===== config.mk =====
export PLATFORM = sky130hd
export DESIGN_NAME = circuito_jogo_param
export DESIGN_NICKNAME = d
export VERILOG_FILES = /design/src/rtl/circuito_jogo_param.sv
export SDC_FILE = /design/constraint.sdc
export NUM_CORES = 1
export LEC_CHECK = 0
export ABC_AREA = 1
export CELL_PAD_IN_SITES_DETAIL_PLACEMENT = 1
export CELL_PAD_IN_SITES_GLOBAL_PLACEMENT = 1
export CORE_MARGIN = 3
export CORE_UTILIZATION = 34
export CTS_CLUSTER_DIAMETER = 40
export DETAILED_ROUTE_END_ITERATION = 6
export GPL_ROUTABILITY_DRIVEN = 0
export MAX_ROUTING_LAYER = met4
export PLACE_DENSITY_LB_ADDON = 0.1
export SYNTH_ARGS = -nofsm -noshare
export SYNTH_HDL_FRONTEND = slang
export SYNTH_SLANG_ARGS = --single-unit

===== constraint.sdc =====
create_clock -name clock -period 2.35 [get_ports clock]
set_input_delay 0.47 -clock clock [delete_from_list [all_inputs] [get_ports clock]]
set_output_delay 0.47 -clock clock [all_outputs]
set_load 0.02 [all_outputs]

===== src/rtl/circuito_jogo_param.sv =====
// circuito_jogo_param: memory-matching game (control, datapath and ROM in one module).
// Define CIRCUITO_JOGO_TIMEOUT_EN to enable the ESPERA timeout that ends a game in error.
module circuito_jogo_param #(
   parameter int WIDTH          = 4,
   parameter int DEPTH          = 16,
   parameter int ADDR_W         = $clog2(DEPTH),
   parameter int TIMEOUT_CYCLES = 5000
) (
   input  logic              clock,
   input  logic              reset,
   input  logic              iniciar,
   input  logic              jogada,
   input  logic [WIDTH-1:0]  chaves,
   input  logic [ADDR_W-1:0] limite,
   output logic              pronto,
   output logic              acertou,
   output logic              errou,
   output logic              db_igual,
   output logic [ADDR_W-1:0] db_contagem,
   output logic [WIDTH-1:0]  db_memoria,
   output logic [WIDTH-1:0]  db_chaves,
   output logic [3:0]        db_estado,
   output logic              db_timeout
);

   typedef enum logic [3:0] {
      INICIAL    = 4'd0,
      PREPARACAO = 4'd1,
      ESPERA     = 4'd2,
      REGISTRA   = 4'd4,
      COMPARA    = 4'd5,
      PROXIMO    = 4'd6,
      FIM_ACERTO = 4'd10,
      FIM_ERRO   = 4'd14
   } estado_t;

   estado_t           estado;
   estado_t           proximo_estado;
   logic [ADDR_W-1:0] endereco;
   logic [ADDR_W-1:0] limite_reg;
   logic [WIDTH-1:0]  chaves_reg;
   logic [WIDTH-1:0]  palavra;
   logic              jogada_q;
   logic              jogada_borda;
   logic              fim_tempo;

   // Fixed ROM: a single walking one, repeating every WIDTH words.
   logic [WIDTH-1:0] rom [DEPTH];
   for (genvar i = 0; i < DEPTH; i++) begin : g_rom
      assign rom[i] = WIDTH'(1) << (i % WIDTH);
   end

   assign palavra      = rom[endereco];
   assign jogada_borda = jogada & ~jogada_q;

   always_ff @(posedge clock or negedge reset) begin
      if (!reset) begin
         estado <= INICIAL;
      end else begin
         estado <= proximo_estado;
      end
   end

   always_comb begin
      proximo_estado = estado;
      case (estado)
         INICIAL:    if (iniciar) proximo_estado = PREPARACAO;
         PREPARACAO: proximo_estado = ESPERA;
         ESPERA: begin
            if (jogada_borda)   proximo_estado = REGISTRA;
            else if (fim_tempo) proximo_estado = FIM_ERRO;
         end
         REGISTRA:   proximo_estado = COMPARA;
         COMPARA: begin
            if (!db_igual)                    proximo_estado = FIM_ERRO;
            else if (endereco == limite_reg)  proximo_estado = FIM_ACERTO;
            else                              proximo_estado = PROXIMO;
         end
         PROXIMO:    proximo_estado = ESPERA;
         FIM_ACERTO: if (iniciar) proximo_estado = PREPARACAO;
         FIM_ERRO:   if (iniciar) proximo_estado = PREPARACAO;
         default:    proximo_estado = INICIAL;
      endcase
   end

   // Edge register resets to 1 so a jogada held through reset release is not a move.
   always_ff @(posedge clock or negedge reset) begin
      if (!reset) begin
         endereco   <= '0;
         limite_reg <= '0;
         chaves_reg <= '0;
         jogada_q   <= 1'b1;
      end else begin
         jogada_q <= jogada;
         case (estado)
            PREPARACAO: begin
               endereco   <= '0;
               chaves_reg <= '0;
               limite_reg <= limite;
            end
            REGISTRA: chaves_reg <= chaves;
            PROXIMO:  if (endereco != limite_reg) endereco <= endereco + ADDR_W'(1);
            default:  ;
         endcase
      end
   end

`ifdef CIRCUITO_JOGO_TIMEOUT_EN
   localparam int TW = $clog2(TIMEOUT_CYCLES + 1);

   logic [TW-1:0] contador_tempo;
   logic          timeout_reg;

   assign fim_tempo = (estado == ESPERA) && (contador_tempo == TW'(TIMEOUT_CYCLES - 1));

   // A move arriving in the expiry cycle wins, so the flag only sets without one.
   always_ff @(posedge clock or negedge reset) begin
      if (!reset) begin
         contador_tempo <= '0;
         timeout_reg    <= 1'b0;
      end else begin
         if (estado == ESPERA) contador_tempo <= contador_tempo + TW'(1);
         else                  contador_tempo <= '0;
         if (estado == PREPARACAO)           timeout_reg <= 1'b0;
         else if (fim_tempo && !jogada_borda) timeout_reg <= 1'b1;
      end
   end

   assign db_timeout = timeout_reg;
`else
   assign fim_tempo  = 1'b0;
   assign db_timeout = 1'b0;
`endif

   assign pronto      = (estado == FIM_ACERTO) || (estado == FIM_ERRO);
   assign acertou     = (estado == FIM_ACERTO);
   assign errou       = (estado == FIM_ERRO);
   assign db_igual    = (chaves_reg == palavra);
   assign db_contagem = endereco;
   assign db_memoria  = palavra;
   assign db_chaves   = chaves_reg;
   assign db_estado   = estado;

endmodule


==> results of run 1 <==
-- logic make-up after synthesis --
group / count (synthesis) / synth area share [%]
adder cells (fa/ha/maj): 4 / 5.03
other: 1 / 0.377
AO/OA/AOI/OAI: 10 / 5.78
flip-flops: 17 / 42.8
AND/OR/NAND/NOR: 62 / 28.0
multiplexers: 3 / 3.39
XOR/XNOR: 7 / 6.16
buffers and inverters: 21 / 8.42
-- area by class of cell --
class | instances | share of cell area (%)
Clock inverter | 1 | 0.365
Multi-Input combinational cell | 87 | 35.4
Sequential cell | 17 | 31.3
Clock buffer | 3 | 1.64
Tap cell | 31 | 2.83
Inverter | 19 | 5.20
Timing Repair Buffer | 33 | 23.3
-- synthesized netlist by cell type --
library cell,count
a21oi_1,2
buf_2,1
buf_4,1
conb_1,1
dfrtp_1,16
dfstp_2,1
ha_1,4
inv_1,13
inv_2,6
mux2_2,3
nand2_1,36
nand2_2,2
nand3_1,9
nand4_1,1
nand4_2,1
nor2_1,7
nor2_2,4
nor2_4,1
nor3_1,1
o21ai_0,2
o21ai_1,4
o21ai_2,2
xnor2_1,5
xor2_1,2
-- per-stage QoR --
step	setup slack (ps)	util, %
floorplan	361	-
global placement	166	48.4
detailed placement	49.4	48.4
CTS	58.4	49.4
global route	24.1	49.3
finish	182	49.3
-- routing by layer --
metal  up-vias  routed length [µm]  track usage [%]
met5         -                   0                -
li1        457                   -                -
met1       432                1140             21.7
met2        22                1310             29.2
met4         0                  18             6.65
met3         2                 108             1.94
-- timing repair --
item                                    4_1_cts  5_1_grt
endpoints found under the setup margin        1        1
hold buffers                                  0        0
resized for setup                             2        3
-- how the worst max path moves through the flow --
stage / from / end / slack (ps) / depth (start not counted)
2_1_floorplan: db_contagem[0] / db_igual / 360 / 5
3_3_place_gp: db_contagem[0] / db_igual / 170 / 5
3_5_place_dp: db_contagem[0] / db_igual / 50 / 6
4_1_cts: db_contagem[0] / db_igual / 60 / 6
5_1_grt: db_estado[1] / acertou / 20 / 5
6_report: db_estado[1] / errou / 180 / 5
-- report_power, final --
| group | internal, mW | switching [mW] | leakage, nW |
|---|---|---|---|
| Combinational | 0.420 | 0.572 | 0.422 |
| Clock | 0.0633 | 0.0962 | 0.0177 |
| Sequential | 0.400 | 0.107 | 0.213 |
==> flow_summary.yaml, run 1 <==
worst_setup_path:
  critical_path.startpoint_type: "flip-flop"
  path_cells: "inv_2, nor2_2, nand2_2, nor2_1, clkdlybuf4s50_1"
  cp_max_fo: 4
  endpoint_kind: "output port"
  crit_arrival_ps: 1700
  critPathTopFamily: "buffers and inverters"
  reg2reg_to: "db_estado[2]"
  crit_buf_inv: 2
  cpPeakStageDelay_ps: 610
  rr_startpoint: "db_contagem[0]"
  slowest_stage: "clkdlybuf4s50_1"
  cp.required_ps: 1880
  path_class: "flip-flop to output port"
  r2r_slack_ps: 700
  r2r_cells: 11
die:
  die-area_um2: 3610
  core-area_um2: 2780
  pin_count: 33
  floorplan.rows: 19
  fp.dieW_um: 60.1
  initial_core_util_pct: 35.8
  die_y_um: 60.1
timing:
  max_freq_mhz: 461
  whs_ps: 487
  rsz0062_at_grt: "no"
  post-route-min-period_ps: 2170
  finalHoldViolations: 0
  skew_ps: 3.56
  drv_slew: 0
  period_share_pct: 92.3
  tns_ps: 0
  setup_viol: 0
layout:
  final_common_cell: "nand2_1"
  area_growth_pct: 37.8
  multi_input_area_um2: 485
  final_cell_mix: "36 x nand2_1, 30 x clkdlybuf4s50_1, 14 x dfrtp_1"
  nets: 177
  nFillCells: 346
  drive_gt1_share_pct: 18.1
  regArea_um2: 429
  final_cells: 191
  final_area_um2: 1370
  antennaDiodeCount: 0
job:
  maxCapViolations: 0
global_route:
  grt_use_total_pct: 17.5
  antenna_found_initial: 0
  first_global_vias: 988
  grt_overflow: 0
  grt_pass1_wl_mm: 4.55
  grt_max_degree: 18
yosys:
  synth.avg_cell_area_um2: 7.97
  synth_cells: 125
  yosysWarnings: 0
  synth-seq-cells: 17
  synth.largest_area_cell: "dfrtp_1"
  syn_nets: 141
  ys_seq_area_share_pct: 42.8
  synth.top_cells.by_area: "dfrtp_1 40%, nand2_1 14%, ha_1 5.0%"
  synth_top_area_share_pct: 40.2
  syn-cell-area_um2: 996
  synth_cell_types: 24
detailed_routing:
  vias_per_cell: 4.78
  wl_mm: 2.58
  drtIter0Drc: 31
  drtAntennaViolNets: 0
  vias: 913
  drc_errors: 0
  drt-pass1-iter-count: 4
  wl_per_cell_um: 13.5
status:
  status: "complete, no violations"
clocking:
  cts.path.max_buffers: 2
  cts_tree: "yes"
  cts-root-buf: "clkbuf_4"
  clk_pin_slew_ps: 100
  clock_sinks: 17
  cts_made_buffers: 3
  clk_latency_ps: 290
  cts-htree-levels: 1
  cts_setup_buffers: 0
placement:
  placed_area_um2: 1350
  placed_cells: 187
  place_hpwl_mm: 2.05
  port_buffers: 31
worst_hold_path:
  holdCritPathClass: "input pin to async pin"
power:
  p_per_area_nw_per_um2: 1210
  vdd_ir_drop_max_mv: 0.615
  p_leak_nw: 0.652
  finalPower_mw: 1.66
Power figures use the tool's default switching activity.
==> run 2, diff against run 1 <==
--- a/config.mk
+++ b/config.mk
@@ -9,12 +9,14 @@
 export CELL_PAD_IN_SITES_DETAIL_PLACEMENT = 1
 export CELL_PAD_IN_SITES_GLOBAL_PLACEMENT = 1
 export CORE_MARGIN = 3
-export CORE_UTILIZATION = 34
+export CORE_UTILIZATION = 46
 export CTS_CLUSTER_DIAMETER = 40
 export DETAILED_ROUTE_END_ITERATION = 6
+export DONT_BUFFER_PORTS = 1
 export GPL_ROUTABILITY_DRIVEN = 0
 export MAX_ROUTING_LAYER = met4
 export PLACE_DENSITY_LB_ADDON = 0.1
+export SETUP_SLACK_MARGIN = 0.05
 export SYNTH_ARGS = -nofsm -noshare
 export SYNTH_HDL_FRONTEND = slang
 export SYNTH_SLANG_ARGS = --single-unit
==> run 2 against run 1 <==
Compared with the run above: critical path depth grew 2; count of clock-buffer cells in the layout grew 1; register-to-register slack is essentially flat; sequential power grew 15%; largest cell class unchanged.
==> flow_summary.yaml, run 2 (synthesized netlist as in run 1, its figures left out) <==
worst_setup_path:
  endpoint_kind: "output port"
  crit_arrival_ps: 1700
  cpMostUsedCell: "nand2_1"
  path_cells: "inv_2, ha_2, nand2_1, nand2_1, nand2_1, nor2_2, buf_4"
  cp_max_fo: 7
  cp.required_ps: 1880
  slowest_stage: "dfrtp_2"
  cpPeakStageDelay_ps: 510
  rr_startpoint: "db_contagem[1]"
  reg2reg_to: "db_estado[2]"
  r2r_slack_ps: 690
  critical_path.startpoint_type: "flip-flop"
  r2r_cells: 11
  path_class: "flip-flop to output port"
global_route:
  first_global_vias: 795
  grt_overflow: 0
  antenna_found_initial: 0
  grt_pass1_wl_mm: 3.77
  grt_max_degree: 17
  grt_use_total_pct: 19.6
worst_hold_path:
  holdCritPathClass: "input pin to flip-flop"
  min_to: "jogada_q"
  hold_start: "jogada"
  whs_path_depth: 0
die:
  floorplan.rows: 16
  core-area_um2: 2000
  fp.dieW_um: 52.5
  initial_core_util_pct: 49.7
  die_y_um: 52.5
  pin_count: 33
  die-area_um2: 2760
timing:
  post-route-min-period_ps: 2170
  period_share_pct: 92.1
  tns_ps: 0
  rsz0062_at_grt: "no"
  worst_pin_slew_ps: 736
  timing.slew.headroom_pct: 50.8
  max_freq_mhz: 462
  drv_slew: 0
  finalHoldViolations: 0
  setup_viol: 0
  whs_ps: 176
  skew_ps: 1.36
clocking:
  cts-htree-levels: 1
  cts_tree: "yes"
  clock_sinks: 17
  clk_latency_ps: 280
  clk_pin_slew_ps: 90
  cts-root-buf: "clkbuf_4"
  cts.path.max_buffers: 2
  cts_made_buffers: 3
  cts_setup_buffers: 0
placement:
  port_buffers: 0
  placed_area_um2: 1040
  place_hpwl_mm: 1.83
detailed_routing:
  wl_per_cell_um: 14.1
  drt-pass1-iter-count: 3
  drtAntennaViolNets: 0
  wl_mm: 2.25
  wl_met2_mm: 1.13
  routed.top_layer: "met4"
  route.met3.wl_um: 134
  drc_errors: 0
  wirelength_met1_um: 945
  drtIter0Drc: 6
  vias: 814
  vias_per_cell: 5.12
layout:
  antennaDiodeCount: 0
  nets: 149
  final_cell_mix: "36 x nand2_1, 14 x dfrtp_1, 13 x inv_1"
  final_common_cell: "nand2_1"
  drive_gt1_share_pct: 24.2
  final_area_um2: 1100
  fin_util_pct: 54.9
  area_growth_pct: 10.3
power:
  vdd_ir_drop_max_mv: 0.628
  finalPower_mw: 1.48
  p_leak_nw: 0.544
  p_per_area_nw_per_um2: 1350
status:
  status: "complete, no violations"
job:
  maxCapViolations: 0
## run 2: changes by cell type in the layout (fill, tap and decap cells not counted)
| cell | change |
|---|---|
| buf_4 | +1 |
| clkbuf_1 | +1 |
| clkbuf_2 | -1 |
| clkdlybuf4s50_1 | -30 |
| clkinv_2 | -1 |
| dlygate4sd3_1 | +2 |
| ha_1 | -3 |
| ha_2 | +3 |
| nor2_1 | -1 |
| nor2_2 | +1 |
## run 2: final cells by class
| type | instances | area, µm² |
|---|---|---|
| multi-input cells | 87 | 495 |
| flip-flops and latches | 17 | 429 |
| inverters | 19 | 71.3 |
| clock buffers | 4 | 26.3 |
| repair buffers | 5 | 42.5 |
| fillers | 258 | 903 |
| well taps | 27 | 33.8 |
## run 2: per-layer routing
metal | up-vias | GRT usage [%]
met1 | 387 | 23.6
met3 | 4 | 3.99
met4 | 0 | 5.11
li1 | 401 | -
met2 | 22 | 33.5
met5 | - | -
## run 2: metrics by stage
step | setup WS (ps) | instances
finish | 185 | 159
global route | 79.0 | 159
CTS | 57.7 | 158
detailed placement | 267 | 153
global placement | 390 | 153
floorplan | 361 | 125
## run 2: timing repair
action / CTS / global route
resized for setup: 4 / 2
endpoints found under the setup margin: 1 / 1
hold buffers: 1 / 1
endpoints found under the hold margin: 16 / 1
## run 2: worst max path at each step
stage / startpoint / endpoint / slack, ps / cells past startpoint
6_report: db_contagem[1] / db_igual / 180 / 7
5_1_grt: db_contagem[1] / db_igual / 80 / 7
3_3_place_gp: db_contagem[1] / db_igual / 390 / 5
2_1_floorplan: db_contagem[0] / db_igual / 360 / 5
3_5_place_dp: db_contagem[1] / db_igual / 270 / 8
4_1_cts: db_contagem[0] / db_igual / 60 / 6
## run 2: worst max-delay path: cells and delay by family (launching register included)
kind	cells	cell delay, ps
buffers and inverters	2	280
and+or+nand+nor	4	380
DFF	1	510
adders and majority gates	1	260
## run 2: where the power goes
group | switching (mW) | internal (mW)
clock | 0.0856 | 0.0657
combinational | 0.471 | 0.276
sequential | 0.185 | 0.399
total | 0.741 | 0.742
==> run 3, diff against run 2 <==
--- a/config.mk
+++ b/config.mk
@@ -17,6 +17,8 @@
 export MAX_ROUTING_LAYER = met4
 export PLACE_DENSITY_LB_ADDON = 0.1
 export SETUP_SLACK_MARGIN = 0.05
+export SLEW_MARGIN = 20
 export SYNTH_ARGS = -nofsm -noshare
 export SYNTH_HDL_FRONTEND = slang
 export SYNTH_SLANG_ARGS = --single-unit
+export TNS_END_PERCENT = 100
==> results of run 3 <==
Final layout, timing and power as in run 2 (identical DEF).
